### src/rtl/fmeter_pkg.sv
// fmeter_pkg: shared FSM states, tuning-word width and k_est scaling for the frequency meter.
package fmeter_pkg;
  typedef enum logic [1:0] {IDLE, GATE, DONE} state_t;
  localparam int KW_W = 32;
  function automatic logic [KW_W-1:0] k_of(input logic [KW_W-1:0] cnt, input int g);
    return cnt << (KW_W - g);
  endfunction
endpackage

### src/rtl/wave_edge_sync.sv
// wave_edge_sync: multi-flop synchronizer and rising-edge detector for an asynchronous input.
module wave_edge_sync #(
  parameter int SYNC_STAGES = 2
) (
  input  logic clk,
  input  logic rst,
  input  logic async_in,
  input  logic load_prev,
  output logic ws,
  output logic rise
);
  logic [SYNC_STAGES-1:0] sr;
  logic prev;
  always_ff @(posedge clk) begin
    if (rst) begin
      sr <= '0;
      prev <= 1'b0;
    end else begin
      sr <= {sr[SYNC_STAGES-2:0], async_in};
      prev <= ws;
    end
  end
  assign ws = sr[SYNC_STAGES-1];
  // load_prev treats history as equal to ws, so a level already high at gate open is not an edge
  assign rise = ws & ~prev & ~load_prev;
endmodule

### src/rtl/dds_freq_meter.sv
// dds_freq_meter: gated edge counter recovering a DDS tuning word from a square wave.
// FMETER_AUTO_RESTART_EN: when defined, gates run back-to-back after the first start.
module dds_freq_meter
  import fmeter_pkg::*;
#(
  parameter int GATE_LOG2 = 20,
  parameter int SYNC_STAGES = 2
) (
  input  logic                 clk,
  input  logic                 rst,
  input  logic                 wave_in,
  input  logic                 start,
  output logic                 busy,
  output logic                 valid,
  output logic [GATE_LOG2-1:0] edge_cnt,
  output logic [KW_W-1:0]      k_est
);
`ifdef FMETER_AUTO_RESTART_EN
  localparam state_t AFTER_DONE = GATE;
`else
  localparam state_t AFTER_DONE = IDLE;
`endif
  state_t state, nxt;
  logic [GATE_LOG2-1:0] gcnt, acc, total;
  logic ws_unused, rise, last;
  wave_edge_sync #(.SYNC_STAGES(SYNC_STAGES)) u_sync (
    .clk(clk),
    .rst(rst),
    .async_in(wave_in),
    .load_prev(busy && gcnt == '0),
    .ws(ws_unused),
    .rise(rise)
  );
  always_comb begin
    busy = state == GATE;
    valid = state == DONE;
    last = gcnt == '1;
    total = acc + GATE_LOG2'(rise);
    nxt = state == IDLE ? (start ? GATE : IDLE) :
          state == GATE ? (last ? DONE : GATE) : AFTER_DONE;
  end
  // counters are held at zero outside the gate, so every gate entry starts clean
  always_ff @(posedge clk) begin
    if (rst) begin
      state <= IDLE;
      gcnt <= '0;
      acc <= '0;
      edge_cnt <= '0;
      k_est <= '0;
    end else begin
      state <= nxt;
      gcnt <= busy ? gcnt + 1'b1 : '0;
      acc <= busy ? total : '0;
      if (busy && last) begin
        edge_cnt <= total;
        k_est <= k_of(KW_W'(total), GATE_LOG2);
      end
    end
  end
endmodule

### config.mk
export PLATFORM = sky130hd
export DESIGN_NAME = dds_freq_meter
export DESIGN_NICKNAME = d
export VERILOG_FILES = /design/src/rtl/fmeter_pkg.sv /design/src/rtl/wave_edge_sync.sv /design/src/rtl/dds_freq_meter.sv
export SDC_FILE = /design/constraint.sdc
export NUM_CORES = 1
export LEC_CHECK = 0
export ABC_AREA = 1
export BUFFER_PORTS_ARGS = -buffer_cell sky130_fd_sc_hd__clkbuf_2
export CORE_UTILIZATION = 47
export DETAILED_ROUTE_END_ITERATION = 6
export GPL_ROUTABILITY_DRIVEN = 0
export HOLD_SLACK_MARGIN = 0.12
export PLACE_DENSITY = 0.69
export REMOVE_ABC_BUFFERS = 1
export SLEW_MARGIN = 20
export SYNTH_ARGS = -nofsm -noshare
export SYNTH_HDL_FRONTEND = slang
export SYNTH_HIERARCHICAL = 1
export SYNTH_SLANG_ARGS = --single-unit
### constraint.sdc
create_clock -name clk -period 5.9 [get_ports clk]
set_clock_uncertainty 0.1 [all_clocks]
set_input_delay 0.295 -clock clk [delete_from_list [all_inputs] [get_ports clk]]
set_output_delay 0.295 -clock clk [all_outputs]
set_load 0.05 [all_outputs]
Word-level counts from Yosys, hierarchy flattened

Cells that the tools add are included.

Register bits after elaboration: 65
Input port bits: 4
Output and inout bits: 54
Logic and storage cells: 25

Add/sub/neg operators: 2
Eq/ne operators: 3
Mux-type cells: 4
Bitwise gates (word level): 5
Reductions and logical operators: 5

Operators by type and width:

| operator                                                        | number |
|---|---|
| 20-bit by 1-bit adder with 20-bit output                        | 1 |
| 20-bit by 1-bit adder with 20-bit output, second input constant | 1 |
| 20-bit == test, second input constant                           | 1 |
| 20-bit zero test                                                | 1 |
| 2-bit 2-to-1 mux                                                | 3 |
| 1-bit inverter                                                  | 3 |
| 1-bit AND                                                       | 2 |
| 2-bit by 1-bit == test with 1-bit output, second input constant | 1 |
| 2-bit == test, second input constant                            | 1 |
| 1-bit logical AND                                               | 2 |
| 2-bit zero test                                                 | 1 |
| 2-bit OR reduction                                              | 1 |
| 1-bit 2-to-1 mux                                                | 1 |

Longest topological paths before layout

Depth in word-level cells: 5
Depth in mapped cells: 17
Gate-level depth less buffers: 17

Cells and area by module

Netlist, hierarchy kept.

By module, submodules not included:

| module         | instances | cells an instance | area an instance (um2) | sequential area each (um2) |
|---|---|---|---|---|
| dds_freq_meter | 1         | 468               | 3,229.3                | 1,241.2 |
| wave_edge_sync | 1         | 12                | 96.3                   | 60.1 |

Least setup slack after synthesis

No wires, ideal clock.

Path type: reg-to-reg
Start: register gcnt[0]
End: register edge_cnt[18]
Library setup time: 113 ps
Arrival time: 2,008 ps
Required time: 5,687 ps
Path slack: 3,679 ps
Cell stages (with the launch flop): 16
Buffers on the path: 0
Period minus slack after synthesis: 2,221 ps
Path through: dfxtp_1 -> inv_1 -> ha_1 -> nor3b_1 -> nand4_1 -> nor2_1 -> nor2_2 -> ha_1 -> ha_1 -> nand2_1 -> nor2_1 -> nand3_1 -> o21ai_0 -> nand2_1 -> nor2_1 -> nor2_1

Cells in the longest elaborated chain, start to end: 5
Elaborated cells on any way between the ends: 7
Classes of those cells: 1 x add/sub; 1 x eq/ne; 2 x bitwise; 3 x reduce/logical

Ends and longest elaborated chain:

| element                                  | line                 | RTL |
|---|---|---|
| from (decl)                              | dds_freq_meter.sv:24 | `logic [GATE_LOG2-1:0] gcnt, acc, total;` |
| from (signal assigned)                   | dds_freq_meter.sv:52 | `gcnt <= busy ? gcnt + 1'b1 : '0;` |
| 20-bit zero test                         | dds_freq_meter.sv:30 | `.load_prev(busy && gcnt == '0),` |
| 1-bit logical AND                        | dds_freq_meter.sv:30 |  |
| 1-bit inverter                           | wave_edge_sync.sv:25 | `assign rise = ws & ~prev & ~load_prev;` |
| 1-bit AND                                | wave_edge_sync.sv:25 |  |
| named net rise                           | dds_freq_meter.sv:25 | `logic ws_unused, rise, last;` |
| 20-bit by 1-bit adder with 20-bit output | dds_freq_meter.sv:38 | `total = acc + GATE_LOG2'(rise);` |
| to (signal assigned)                     | dds_freq_meter.sv:55 | `edge_cnt <= total;` |
| to (decl)                                | dds_freq_meter.sv:15 | `output logic [GATE_LOG2-1:0] edge_cnt,` |

The timed path passes the listed nets, and every way through them passes these cells.
A chain may end at the register's enable or synchronous reset.

Worst setup path in the final report

Start: register gcnt[0]
End: register edge_cnt[12]

The elaborated chain is that of the path after synthesis.

==> results_dict.tcl <==
set metrics [dict create \
    status "complete, no violations" \
    grt_pass1_wl_um 11300 \
    first_global_vias 2576 \
    cts_tree "done" \
    ant_nets 0 \
    overflow 0 \
    fmax_mhz 391 \
    wl_met2_um 3220 \
    required_ps 6040 \
    slew_viol_final 0 \
    clk_pin_slew_ps 70 \
    finalSetupTns_ps 0 \
    numCtsBuffers 9 \
    ys_top_cells_by_area "dfxtp_1, nand2_1, nor2_1" \
    ys.warnings.count 6 \
    fin_area_um2 3670 \
    critPathCaptureType "register" \
    dr_wl_met3_um 240 \
    relSlewSlack 0.320 \
    syn_area_per_cell_um2 6.93 \
    ys_types 30 \
    post-route-min-period_ps 2550 \
    track_usage 0.194 \
    syn_inst 480 \
    cts_hold_buf 1 \
    rsz0062_at_grt "false" \
    p_per_area_nw_per_um2 257 \
    crit_path_max_incr_delay_ps 350 \
    pwr-share-clk 0.492 \
    post_dp_cell_area_um2 3420 \
    wl_met1_um 3100 \
    synth_area_um2 3330 \
    ys_seq_area_frac 0.391 \
    area_growth_pct 10.4 \
    grt_antenna_before_repair 0 \
    multi_input_area_um2 1540 \
    clk_path_buf_depth 2 \
    intPower_mw 0.735 \
    num_antenna_cells 0 \
    cts_max_level 3 \
    vias_per_cell 4.69 \
    ys_ff_latch 65 \
    highest_layer "met4" \
    crit_fanout 4 \
    crit_type "reg -> reg" \
    fin_crit_sh 0.433 \
    cts.sinks 65 \
    insertion_delay_ps 350 \
    startpoint_type "register" \
    vdd_drop_max_mv 0.128 \
    tightest_slew_ps 1020 \
    vias 2848 \
    finalSetupViolCount 0 \
    drive_above_1_share 0.147 \
    hold_class "in -> reg" \
    post-route-drc-count 0 \
    switching_share 0.220 \
    power.share.sequential 0.468 \
    die_w_um 86.1 \
    first_pass_iters 4 \
    dieArea_um2 7420 \
    cts_setup_buffers 0 \
    first_iter_violations 110 \
    core-area_um2 6830 \
    wl_per_cell_um 11.0 \
    final.fill_count 700 \
    crit_top_cell "nor2_1" \
    comb_power_share 0.040 \
    synth_top_cell_by_area "dfxtp_1" \
    post_cts_resized 0 \
    crit_buf_inv 1 \
    fp.dieH_um 86.1 \
    grt_max_degree 31 \
    fin_nets 514 \
    seq_area_um2 1300 \
    floorplan.rows 30 \
    crit_chain "inv_1 -> ha_1 -> nor3b_1 -> nand4_1 -> nor2_1 -> nor2_2 -> ha_1 -> ha_1 -> nand2_1 -> nor2_1 -> nand2_1 -> o21ai_0 -> nand2_1 -> nor2_1 -> nor2_1" \
    critPathSlowestCell "dfxtp_1" \
    finalHoldViolations 0 \
    p_leak_nw 1.58 \
    cp_top_family "simple AND/OR/NAND/NOR gates" \
    io-pin-count 58 \
    p_sw_mw 0.207 \
    portBuffers 45 \
    initial_core_util 0.487 \
    root_buffer "clkbuf_8" \
    arrival_ps 2700 \
    drv_cap 0 \
    dp.final_hpwl_um 4780 \
    synthDominantCellAreaShare 0.391 \
    routed_wl_um 6680 \
]
==> layout make-up <==
class	instances	share of cell area
timing repair buffer	46	0.0641
multi-input combinational	321	0.418
clock buffer	10	0.0375
tap	96	0.0327
clock inverter	6	0.0286
sequential	65	0.354
inverter	63	0.0644
==> cell usage after synthesis, drive strengths merged <==
library cell and instances:
nand2 115, nor2 83, dfxtp 65, inv 63, a21oi 36, buf 36
nand3 18, o21ai 17, nand4 13, nand3b 7, xor2 7, clkbuf 6
ha 4, nor3 3, nor4 3, nor3b 2, conb 1, o21a 1
==> worst register-to-register path, stage by stage (launching register included) <==
cell and delay, ps:
dfxtp_1 350, inv_1 70, ha_1 180, nor3b_1 130, nand4_1 90, nor2_1 60
nor2_2 90, ha_1 190, ha_1 210, nand2_1 70, nor2_1 220, nand2_1 170
o21ai_0 270, nand2_1 90, nor2_1 110, nor2_1 60
==> sequential cells by signal (all words and copies together), names as in the netlist <==
signal	count
acc	20
edge_cnt	20
gcnt	20
state	2
u_sync/prev	1
u_sync/sr	2
==> cell families after synthesis <==
group / count (synthesis) / synth area share
compound gates: 54 / 0.0820
xor+xnor: 7 / 0.0184
fa+ha+maj: 4 / 0.0150
buf+inv: 105 / 0.160
flops: 65 / 0.391
other cells: 1 / 0.00113
simple gates: 244 / 0.333
==> power by group through the flow <==
stage | combinational (mW) | clock (mW) | sequential (mW)
global route | 0.0414 | 0.489 | 0.442
global placement | 0.0368 | 0 | 0.452
finish | 0.0377 | 0.463 | 0.442
floorplan | 0.0296 | 0 | 0.451
detailed placement | 0.0373 | 0 | 0.452
CTS | 0.0380 | 0.471 | 0.442
==> path summary, 6_finish.rpt <==
check	start	end	slack, ps	cells past startpoint
setup reg to reg	gcnt[0]$_SDFF_PP0_	edge_cnt[12]$_SDFFE_PP0P_	3350	15
setup / recovery	gcnt[0]$_SDFF_PP0_	edge_cnt[12]$_SDFFE_PP0P_	3350	15
hold reg to reg	u_sync/sr[0]$_SDFF_PP0_	u_sync/sr[1]$_SDFF_PP0_	310	2
hold / removal	start	state[0]$_SDFF_PP0_	220	5
==> placed cells by master, fill, tap and decap left out, types with 2 or more instances in the layout <==
master	instances
nand2_1	113
nor2_1	75
dfxtp_1	65
inv_1	62
clkbuf_2	45
a21oi_1	36
nand3_1	17
o21ai_0	17
nand4_1	12
conb_1	12
clkbuf_8	10
xor2_1	7
nand3b_1	7
nor2_2	4
ha_1	4
nor4_1	3
nor2_4	3
clkinv_2	3
bufinv_16	3
nor3_1	2
nor3b_1	2
==> through the flow <==
stage / instances / util / hold slack, ps / setup WS, ps / total power, mW
CTS: 607 / 0.537 / 225 / 3370 / 0.950
floorplan: 449 / - / 264 / 3670 / 0.481
global placement: 590 / 0.500 / 292 / 3500 / 0.488
global route: 607 / 0.537 / 288 / 2990 / 0.972
detailed placement: 590 / 0.500 / 300 / 3390 / 0.489
finish: 607 / 0.537 / 225 / 3350 / 0.943
==> routing by layer <==
layer	vias to the layer above	track usage
li1	1517	-
met5	-	0
met4	0	0.0894
met1	1275	0.236
met2	45	0.326
met3	11	0.0443
Power figures use the tool's default switching activity.
